<file path="src/rtl/uart_tx_io.sv">
// Memory-mapped 8N1 UART transmitter for the IO register bus.
// Bytes written to TXDATA queue in a small FIFO and are shifted out LSB-first on tx.
module uart_tx_io #(
  parameter int                FIFO_DEPTH = 8,
  parameter int                DIV_W      = 16,
  parameter logic [DIV_W-1:0]  DIV_RESET  = 16'd868
) (
  input  logic        clk,
  input  logic        rst,
  input  logic        ce,
  input  logic        we,
  input  logic [31:0] addr,
  input  logic [31:0] wtData,
  output logic [31:0] rdData,
  output logic        tx,
  output logic        txIrq
);

  localparam int AW = $clog2(FIFO_DEPTH);
  localparam int CW = AW + 1;

  typedef enum logic [1:0] {S_IDLE, S_START, S_DATA, S_STOP} state_t;

  state_t            r_state;
  state_t            w_state_next;
  logic [7:0]        r_mem [FIFO_DEPTH];
  logic [AW-1:0]     r_wr_ptr;
  logic [AW-1:0]     r_rd_ptr;
  logic [CW-1:0]     r_count;
  logic              r_ovr;
  logic [DIV_W-1:0]  r_baud;
  logic [DIV_W-1:0]  r_div;
  logic [DIV_W-1:0]  r_timer;
  logic [7:0]        r_shift;
  logic [2:0]        r_bit;

  logic [1:0]  w_sel;
  logic        w_wr;
  logic        w_rd;
  logic        w_push;
  logic        w_push_ok;
  logic        w_pop;
  logic        w_load;
  logic        w_reload;
  logic        w_shift;
  logic        w_tx;
  logic        w_empty;
  logic        w_full;
  logic        w_busy;
  logic        w_tick;
  logic [31:0] w_status;
  logic        w_unused;

  assign w_sel     = addr[3:2];
  assign w_wr      = ce & we;
  assign w_rd      = ce & ~we;
  assign w_push    = w_wr && (w_sel == 2'b00);
  assign w_empty   = (r_count == '0);
  assign w_full    = (r_count == CW'(FIFO_DEPTH));
  assign w_busy    = (r_state != S_IDLE);
  assign w_tick    = (r_timer == '0);
  // A full FIFO still accepts a byte when the serializer pops in the same cycle.
  assign w_push_ok = w_push & (~w_full | w_pop);
  assign w_status  = {24'd0, 4'(r_count), r_ovr, w_empty, w_full, w_busy};
  assign w_unused  = ^{addr[31:4], addr[1:0], wtData[31:DIV_W]};

  always_comb begin
    w_state_next = r_state;
    w_pop        = 1'b0;
    w_load       = 1'b0;
    w_reload     = 1'b0;
    w_shift      = 1'b0;
    w_tx         = 1'b1;
    case (r_state)
      S_IDLE: begin
        if (!w_empty) begin
          w_pop        = 1'b1;
          w_load       = 1'b1;
          w_state_next = S_START;
        end
      end
      S_START: begin
        w_tx = 1'b0;
        if (w_tick) begin
          w_reload     = 1'b1;
          w_state_next = S_DATA;
        end
      end
      S_DATA: begin
        w_tx = r_shift[0];
        if (w_tick) begin
          w_reload = 1'b1;
          w_shift  = 1'b1;
          if (r_bit == 3'd7) w_state_next = S_STOP;
        end
      end
      S_STOP: begin
        if (w_tick) begin
          // Chain straight into the next start bit so queued frames have no idle gap.
          if (!w_empty) begin
            w_pop        = 1'b1;
            w_load       = 1'b1;
            w_state_next = S_START;
          end else begin
            w_state_next = S_IDLE;
          end
        end
      end
      default: w_state_next = S_IDLE;
    endcase
  end

  always_ff @(posedge clk or posedge rst) begin
    if (rst) r_state <= S_IDLE;
    else     r_state <= w_state_next;
  end

  always_ff @(posedge clk) begin
    if (w_push_ok) r_mem[r_wr_ptr] <= wtData[7:0];
  end

  always_ff @(posedge clk or posedge rst) begin
    if (rst) begin
      r_wr_ptr <= '0;
      r_rd_ptr <= '0;
      r_count  <= '0;
      r_ovr    <= 1'b0;
      r_baud   <= DIV_RESET;
    end else begin
      if (w_push_ok) r_wr_ptr <= r_wr_ptr + 1'b1;
      if (w_pop)     r_rd_ptr <= r_rd_ptr + 1'b1;
      case ({w_push_ok, w_pop})
        2'b10:   r_count <= r_count + 1'b1;
        2'b01:   r_count <= r_count - 1'b1;
        default: r_count <= r_count;
      endcase
      if (w_push && w_full && !w_pop)
        r_ovr <= 1'b1;
      else if (w_wr && (w_sel == 2'b01) && wtData[3])
        r_ovr <= 1'b0;
      if (w_wr && (w_sel == 2'b10))
        r_baud <= (wtData[DIV_W-1:0] == '0) ? DIV_W'(1) : wtData[DIV_W-1:0];
    end
  end

  // Divisor is sampled only at frame load, so BAUDDIV writes never disturb a frame in flight.
  always_ff @(posedge clk or posedge rst) begin
    if (rst) begin
      r_div   <= DIV_RESET;
      r_timer <= '0;
      r_shift <= 8'd0;
      r_bit   <= 3'd0;
    end else if (w_load) begin
      r_div   <= r_baud;
      r_timer <= r_baud - 1'b1;
      r_shift <= r_mem[r_rd_ptr];
      r_bit   <= 3'd0;
    end else if (w_reload) begin
      r_timer <= r_div - 1'b1;
      if (w_shift) begin
        r_shift <= {1'b0, r_shift[7:1]};
        r_bit   <= r_bit + 1'b1;
      end
    end else if (r_state != S_IDLE) begin
      r_timer <= r_timer - 1'b1;
    end
  end

  always_comb begin
    rdData = 32'd0;
    if (w_rd) begin
      case (w_sel)
        2'b01:   rdData = w_status;
        2'b10:   rdData = 32'(r_baud);
        default: rdData = 32'd0;
      endcase
    end
  end

  assign tx    = w_tx;
  assign txIrq = w_empty & ~w_busy;

endmodule
</file>
<file path="config.mk">
export PLATFORM = sky130hd
export DESIGN_NAME = uart_tx_io
export DESIGN_NICKNAME = d
export VERILOG_FILES = /design/src/rtl/uart_tx_io.sv
export SDC_FILE = /design/constraint.sdc
export NUM_CORES = 1
export LEC_CHECK = 0
export CORE_ASPECT_RATIO = 1.5
export CORE_MARGIN = 2
export CORE_UTILIZATION = 59
export CTS_BUF_LIST = sky130_fd_sc_hd__clkbuf_16
export CTS_CLUSTER_DIAMETER = 120
export DETAILED_ROUTE_END_ITERATION = 7
export GPL_TIMING_DRIVEN = 0
export PLACE_DENSITY = 0.87
export SLEW_MARGIN = 25
export SYNTH_ARGS = -nofsm -noshare
export SYNTH_HDL_FRONTEND = slang
export SYNTH_SLANG_ARGS = --single-unit
</file>
<file path="constraint.sdc">
create_clock -name clk -period 4.5 [get_ports clk]
set_input_delay 0.45 -clock clk [delete_from_list [all_inputs] [get_ports clk]]
set_output_delay 0.45 -clock clk [all_outputs]
set_load 0.01 [all_outputs]
</file>
After elaboration in Yosys (flattened, before gate mapping) --
Memory sizes are Yosys's and may differ from the RTL's. Cells that the tools add are included.
Operators by class: $add $sub $neg 8, eq/ne operators 14, multiplexer cells 31, bitwise gates (word level) 8, reductions and logical operators 21
Operators by type and width (number):
- 16-bit two-way mux | 5
- 16-bit by 1-bit subtractor with 16-bit output (second input constant) | 3
- 16-bit zero test | 2
- 16-bit case mux with 2 select lines | 1
- 8-bit two-way mux | 3
- 1-bit two-way mux | 10
- 2-bit two-way mux | 5
- 2-bit != test (second input constant) | 5
- 2-bit nonzero test | 5
- 3-bit by 1-bit adder with 3-bit output (second input constant) | 3
- 3-bit two-way mux | 3
- 2-bit == test (second input constant) | 4
- 2-bit case mux with 4 select lines | 1
- 4-bit case mux with 2 select lines | 1
- 2-bit by 1-bit == test with 1-bit output (second input constant) | 3
- 1-bit logical AND | 6
- 5-bit AND reduction | 1
- 4-bit by 1-bit adder with 4-bit output (second input constant) | 1
- 1-bit AND | 4
- 4-bit == test (second input constant) | 1
- 2-bit zero test | 2
- 4-bit zero test | 1
- 1-bit case mux with 2 select lines | 2
- 4-bit by 1-bit subtractor with 4-bit output (second input constant) | 1
- other kinds (7) | 9
Storage, ports and cells: flip-flop bits (word level) 72, bits in writable memories 64, bits of input ports 68, output and inout bits 34, word-level logic and storage cells 93, memories kept 1
Memory list:
- r_mem | words 8, width 8, rd ports 1, clocked after memory_dff 0, wr ports 1, line 26 | logic [7:0] r_mem [FIFO_DEPTH];

Depth between registers and ports, before layout --
word-level depth 8, gate-level depth with buffers 14, mapped depth without buffers 12

Worst setup path before layout --
No wires, ideal clock.
path kind register to register, start register r_state[0], end memory r_mem[0][0] (enable), setup time 0.383 ns, data arrival time 2.575 ns, required time 4.117 ns, slack 1.541 ns, stages on the path, launching flop included 10, path buffers 2, clock period less this slack 2.959 ns, path through dfrtp_1 > inv_1 > ha_1 > nor3b_1 > a22oi_2 > buf_8 > buf_8 > a21oi_1 > nand2b_1 > nor3_1
Between the ends: word-level cells in the longest chain between the ends 6, elaborated cells between the ends (all ways) 7, those cells by class eq/ne (1); mux (3); bitwise (2); reduce/logical (1)
RTL lines:
- start: declaration | line 24 | state_t r_state;
- start signal: assignment | line 115 | else r_state <= w_state_next;
- 2-bit == test or 2-bit zero test (tied branches) | line 74 | case (r_state)
- 1-bit case mux with 2 select lines (*) | line 74
- 1-bit OR (*) | line 63 | assign w_push_ok = w_push & (~w_full | w_pop);
- 1-bit AND (*) | line 63
- 1-bit two-way mux (*) | line 119 | if (w_push_ok) r_mem[r_wr_ptr] <= wtData[7:0];
- 1-bit two-way mux (not written as such) (*) | line 119
- end: declaration | line 26
Mark *: on every way between the ends. The rest lies on a longest branch, timed or not.

Worst setup path in the final report --
start register r_state[0], end register r_count[3]
Between the ends: word-level cells in the longest chain between the ends 6, elaborated cells between the ends (all ways) 9, those cells by class eq/ne (3); mux (2); bitwise (2); reduce/logical (2)
RTL lines:
- 2-bit == test or 2-bit zero test (tied branches) | line 74
- 1-bit case mux with 2 select lines (*) | line 74
- 1-bit OR | line 63
- 1-bit AND | line 63
- 2-bit by 1-bit == test with 1-bit output or 2-bit == test (tied branches) | line 132 | case ({w_push_ok, w_pop})
- 4-bit case mux with 2 select lines or 2-bit nonzero test (tied branches)
- end signal: assignment | line 133 | 2'b10: r_count <= r_count + 1'b1;
- end signal: assignment | line 134 | 2'b01: r_count <= r_count - 1'b1;
- end signal: assignment | line 135 | default: r_count <= r_count;
- end: declaration | line 29 | logic [CW-1:0] r_count;
Marks and branches as above. A chain may end at the register's enable or synchronous reset.

==> results.yml <==
clock_network:
  clkTransAtPathRegs_ns: 0.06
  clk_path_buf_depth: 2
  ctsHtreeMaxLevel: 4
  postCtsSetupBuffers: 0
  clkSinkCount: 136
  clock_latency_ns: 0.43
  hold_buffers: 0
  ctsResizeCount: 0
  cts_made_buffers: 17
  ctsRootBufferMaster: "clkbuf_16"
  cts_tree: "built"
grt:
  grt.total_usage_pct: 28.1
  grt_antenna_before_repair: 0
  grt_pass1_vias: 4964
  overflow: 0
  grt_max_degree: 51
  grt_pass1_wl_mm: 25.8
power:
  leakage_nw: 3.16
  p_sw_share_pct: 38.3
  p_clk_share_pct: 25.8
  peakVddDrop_v: 0.000382
  p_int_w: 0.00334
  cellPowerDensity_mw_per_mm2: 680
  p_sw_w: 0.00208
  p_total_w: 0.00542
  seqPwrFrac_pct: 34.7
  p_comb_share_pct: 39.5
cells_and_area:
  nNetsFinal: 692
  mostFrequentLayoutCell: "nand2_1"
  num-fill-cells: 703
  syn_to_final_growth_pct: 18.8
  layout-drive-gt1-share_pct: 22.2
  antenna_cells: 0
  fin_cells: 768
  layout.cells.most_common_list: "nand2_1 (77), edfxtp_1 (64), dfrtp_1 (62)"
drt:
  wl_per_cell_um: 21.1
  routed_wl_mm: 16.2
  first_iter_violations: 323
  post-route-drc-count: 0
  viasPerCell: 6.14
  first_pass_iters: 7
  drtAntennaViolNets: 0
  num_vias: 4714
logic_synthesis:
  synthSimpleGateAreaFrac_pct: 12.9
  yosys_warnings: 0
  synth_xor_area_share_pct: 2.35
  synth_edf_count: 64
  ys_ff_latch: 136
  muxShareOfSynthArea_pct: 12.4
  synth_compound_area_share_pct: 9.08
  synthAdderAreaFrac_pct: 3.09
  synthFlopType: "edfxtp_1"
  avgSynthCellArea_um2: 12.6
  ys_seq_area_share_pct: 55.7
  synth_cell_types: 67
  synth_area_mm2: 0.00671
  syn-instance-count: 534
  async_flop_share_pct: 52.9
  synth_top_family_by_area: "simple AND/OR/NAND/NOR gates"
floorplanning:
  dieArea_mm2: 0.0123
  start_util_pct: 60.7
  io_pins: 102
  core_area_mm2: 0.0111
  row_count: 47
  die_h_um: 135
  die_w_um: 91.1
worst_setup_path:
  worstSetupStartpointType: "register"
  crit_family: "buffers and inverters"
  worstSetupEndpointType: "register"
  crit_chain: "inv_1 -> ha_1 -> nor3b_1 -> a22o_2 -> buf_2 -> clkbuf_1 -> nand2_1 -> inv_1 -> ha_1 -> a21o_1 -> a21oi_1 -> nand2_1 -> o21ai_0 -> xor2_1"
  crit_slowest_cell: "clkbuf_1"
  arrival_ns: 3.98
  cp.required_ns: 4.84
  crit_path_max_fanout: 10
  path_buf_inv: 4
  cp_slowest_stage_delay_ns: 0.44
  path_class: "register to register"
worst_hold_path:
  holdCritPathClass: "input port to async pin"
sta:
  setup_ws_ns: 0.859
  timing_hold_violations_final: 0
  fin_crit_sh_pct: 80.9
  slew_viol_final: 0
  period_needed_ns: 3.64
  setup_tns_ns: 0
  setup_viol_count_final: 0
  max_freq_mhz: 275
  rsz0062_at_grt: "false"
  worst-slew-pin-transition_ns: 0.923
  relSlewSlack_pct: 38.5
  finalClockSkew_ns: 0.0130
placed_design:
  gp_congestion: 0.906
  port_buffers: 39
  preCtsSetupSlack_ns: 0.964
  dp.cells: 736
  dp.final_hpwl_mm: 11.2
status:
  status: "completed"
job:
  drv_cap: 0
## cells by family after synthesis
kind of cell / after synthesis
flip-flops: 136
other: 1
XOR/XNOR: 18
AND/OR/NAND/NOR: 172
AO/OA/AOI/OAI: 85
buffers and inverters: 52
adder cells (fa/ha/maj): 16
multiplexers: 54
## area by class of cell
| cell class | count | area [µm²] | share of cell area [%] |
|---|---|---|---|
| buffer | 41 | 255 | 3.20 |
| tap | 147 | 184 | 2.31 |
| timing repair buffer | 40 | 418 | 5.24 |
| sequential | 136 | 3740 | 46.8 |
| multi-input combinational | 361 | 2750 | 34.4 |
| clock buffer | 17 | 425 | 5.33 |
| inverter | 11 | 43.8 | 0.549 |
| clock inverter | 15 | 168 | 2.10 |
## synthesized netlist by cell type, types with 10 or more instances
| cell type | number | area (µm²) |
|---|---|---|
| clkbuf_1 | 17 | 63.8 |
| edfxtp_1 | 64 | 1920 |
| dfrtp_1 | 62 | 1550 |
| inv_1 | 11 | 41.3 |
| buf_4 | 16 | 120 |
| and2_1 | 10 | 62.6 |
| nor2_1 | 35 | 131 |
| a31o_2 | 10 | 87.6 |
| nand2_1 | 77 | 289 |
| ha_1 | 15 | 188 |
| o21ai_0 | 12 | 60.1 |
| dfstp_2 | 10 | 263 |
| mux2i_1 | 12 | 120 |
| a21oi_1 | 17 | 85.1 |
| mux2_2 | 20 | 225 |
| mux4_2 | 16 | 360 |
## flip-flops by register name, summed over array words and instances, names as in the netlist
signal and cells:
r_count 4, r_shift 8, r_rd_ptr 3, r_wr_ptr 3
r_timer 16, r_div 16, r_state 2, r_ovr 1
r_mem 64, r_bit 3, r_baud 16
## per-layer routing
layer  up-vias  wire length (µm)  global-route usage, %
met5         -                 0                      0
met4         0               966                   17.7
met3        89              1020                   5.92
met2       248              8900                   51.2
met1      2302              5310                   29.1
li1       2075                 -                      -
## worst paths after layout
check                           start    endpoint  slack [ns]  depth (start not counted)
min in group clk             r_div[6]    r_div[6]        0.46                          2
min reg2reg                  r_div[6]    r_div[6]        0.46                          2
min                               rst  r_timer[7]        0.34                          2
max in group asynchronous         rst    r_div[9]        3.55                          3
max reg2reg                r_state[0]  r_count[3]        0.86                         14
max                        r_state[0]  r_count[3]        0.86                         14
## power groups by stage
stage / clock (W) / sequential [W] / combinational [W]
after floorplan: 0 / 0.00180 / 0.00161
after global placement: 0 / 0.00186 / 0.00196
after detailed placement: 0 / 0.00188 / 0.00208
after CTS: 0.00141 / 0.00187 / 0.00213
after global routing: 0.00146 / 0.00191 / 0.00231
final: 0.00140 / 0.00188 / 0.00214
## metrics by stage
step	cell area (µm²)	util, %	hold slack [ns]
floorplan	6770	-	0.435
global placement	7340	66.4	0.445
detailed placement	7380	66.8	0.451
CTS	7980	72.1	0.354
global route	7980	72.1	0.362
finish	7980	72.1	0.342
## worst reg2reg max path, delay by kind of cell, from the launching register on
kind | cells | cell delay, ns
adder cells (fa/ha/maj) | 2 | 0.67
XOR/XNOR | 1 | 0.18
buffers and inverters | 4 | 0.97
AND/OR/NAND/NOR | 3 | 0.65
flip-flops | 1 | 0.42
AO/OA/AOI/OAI | 4 | 0.68
Power figures use the tool's default switching activity.
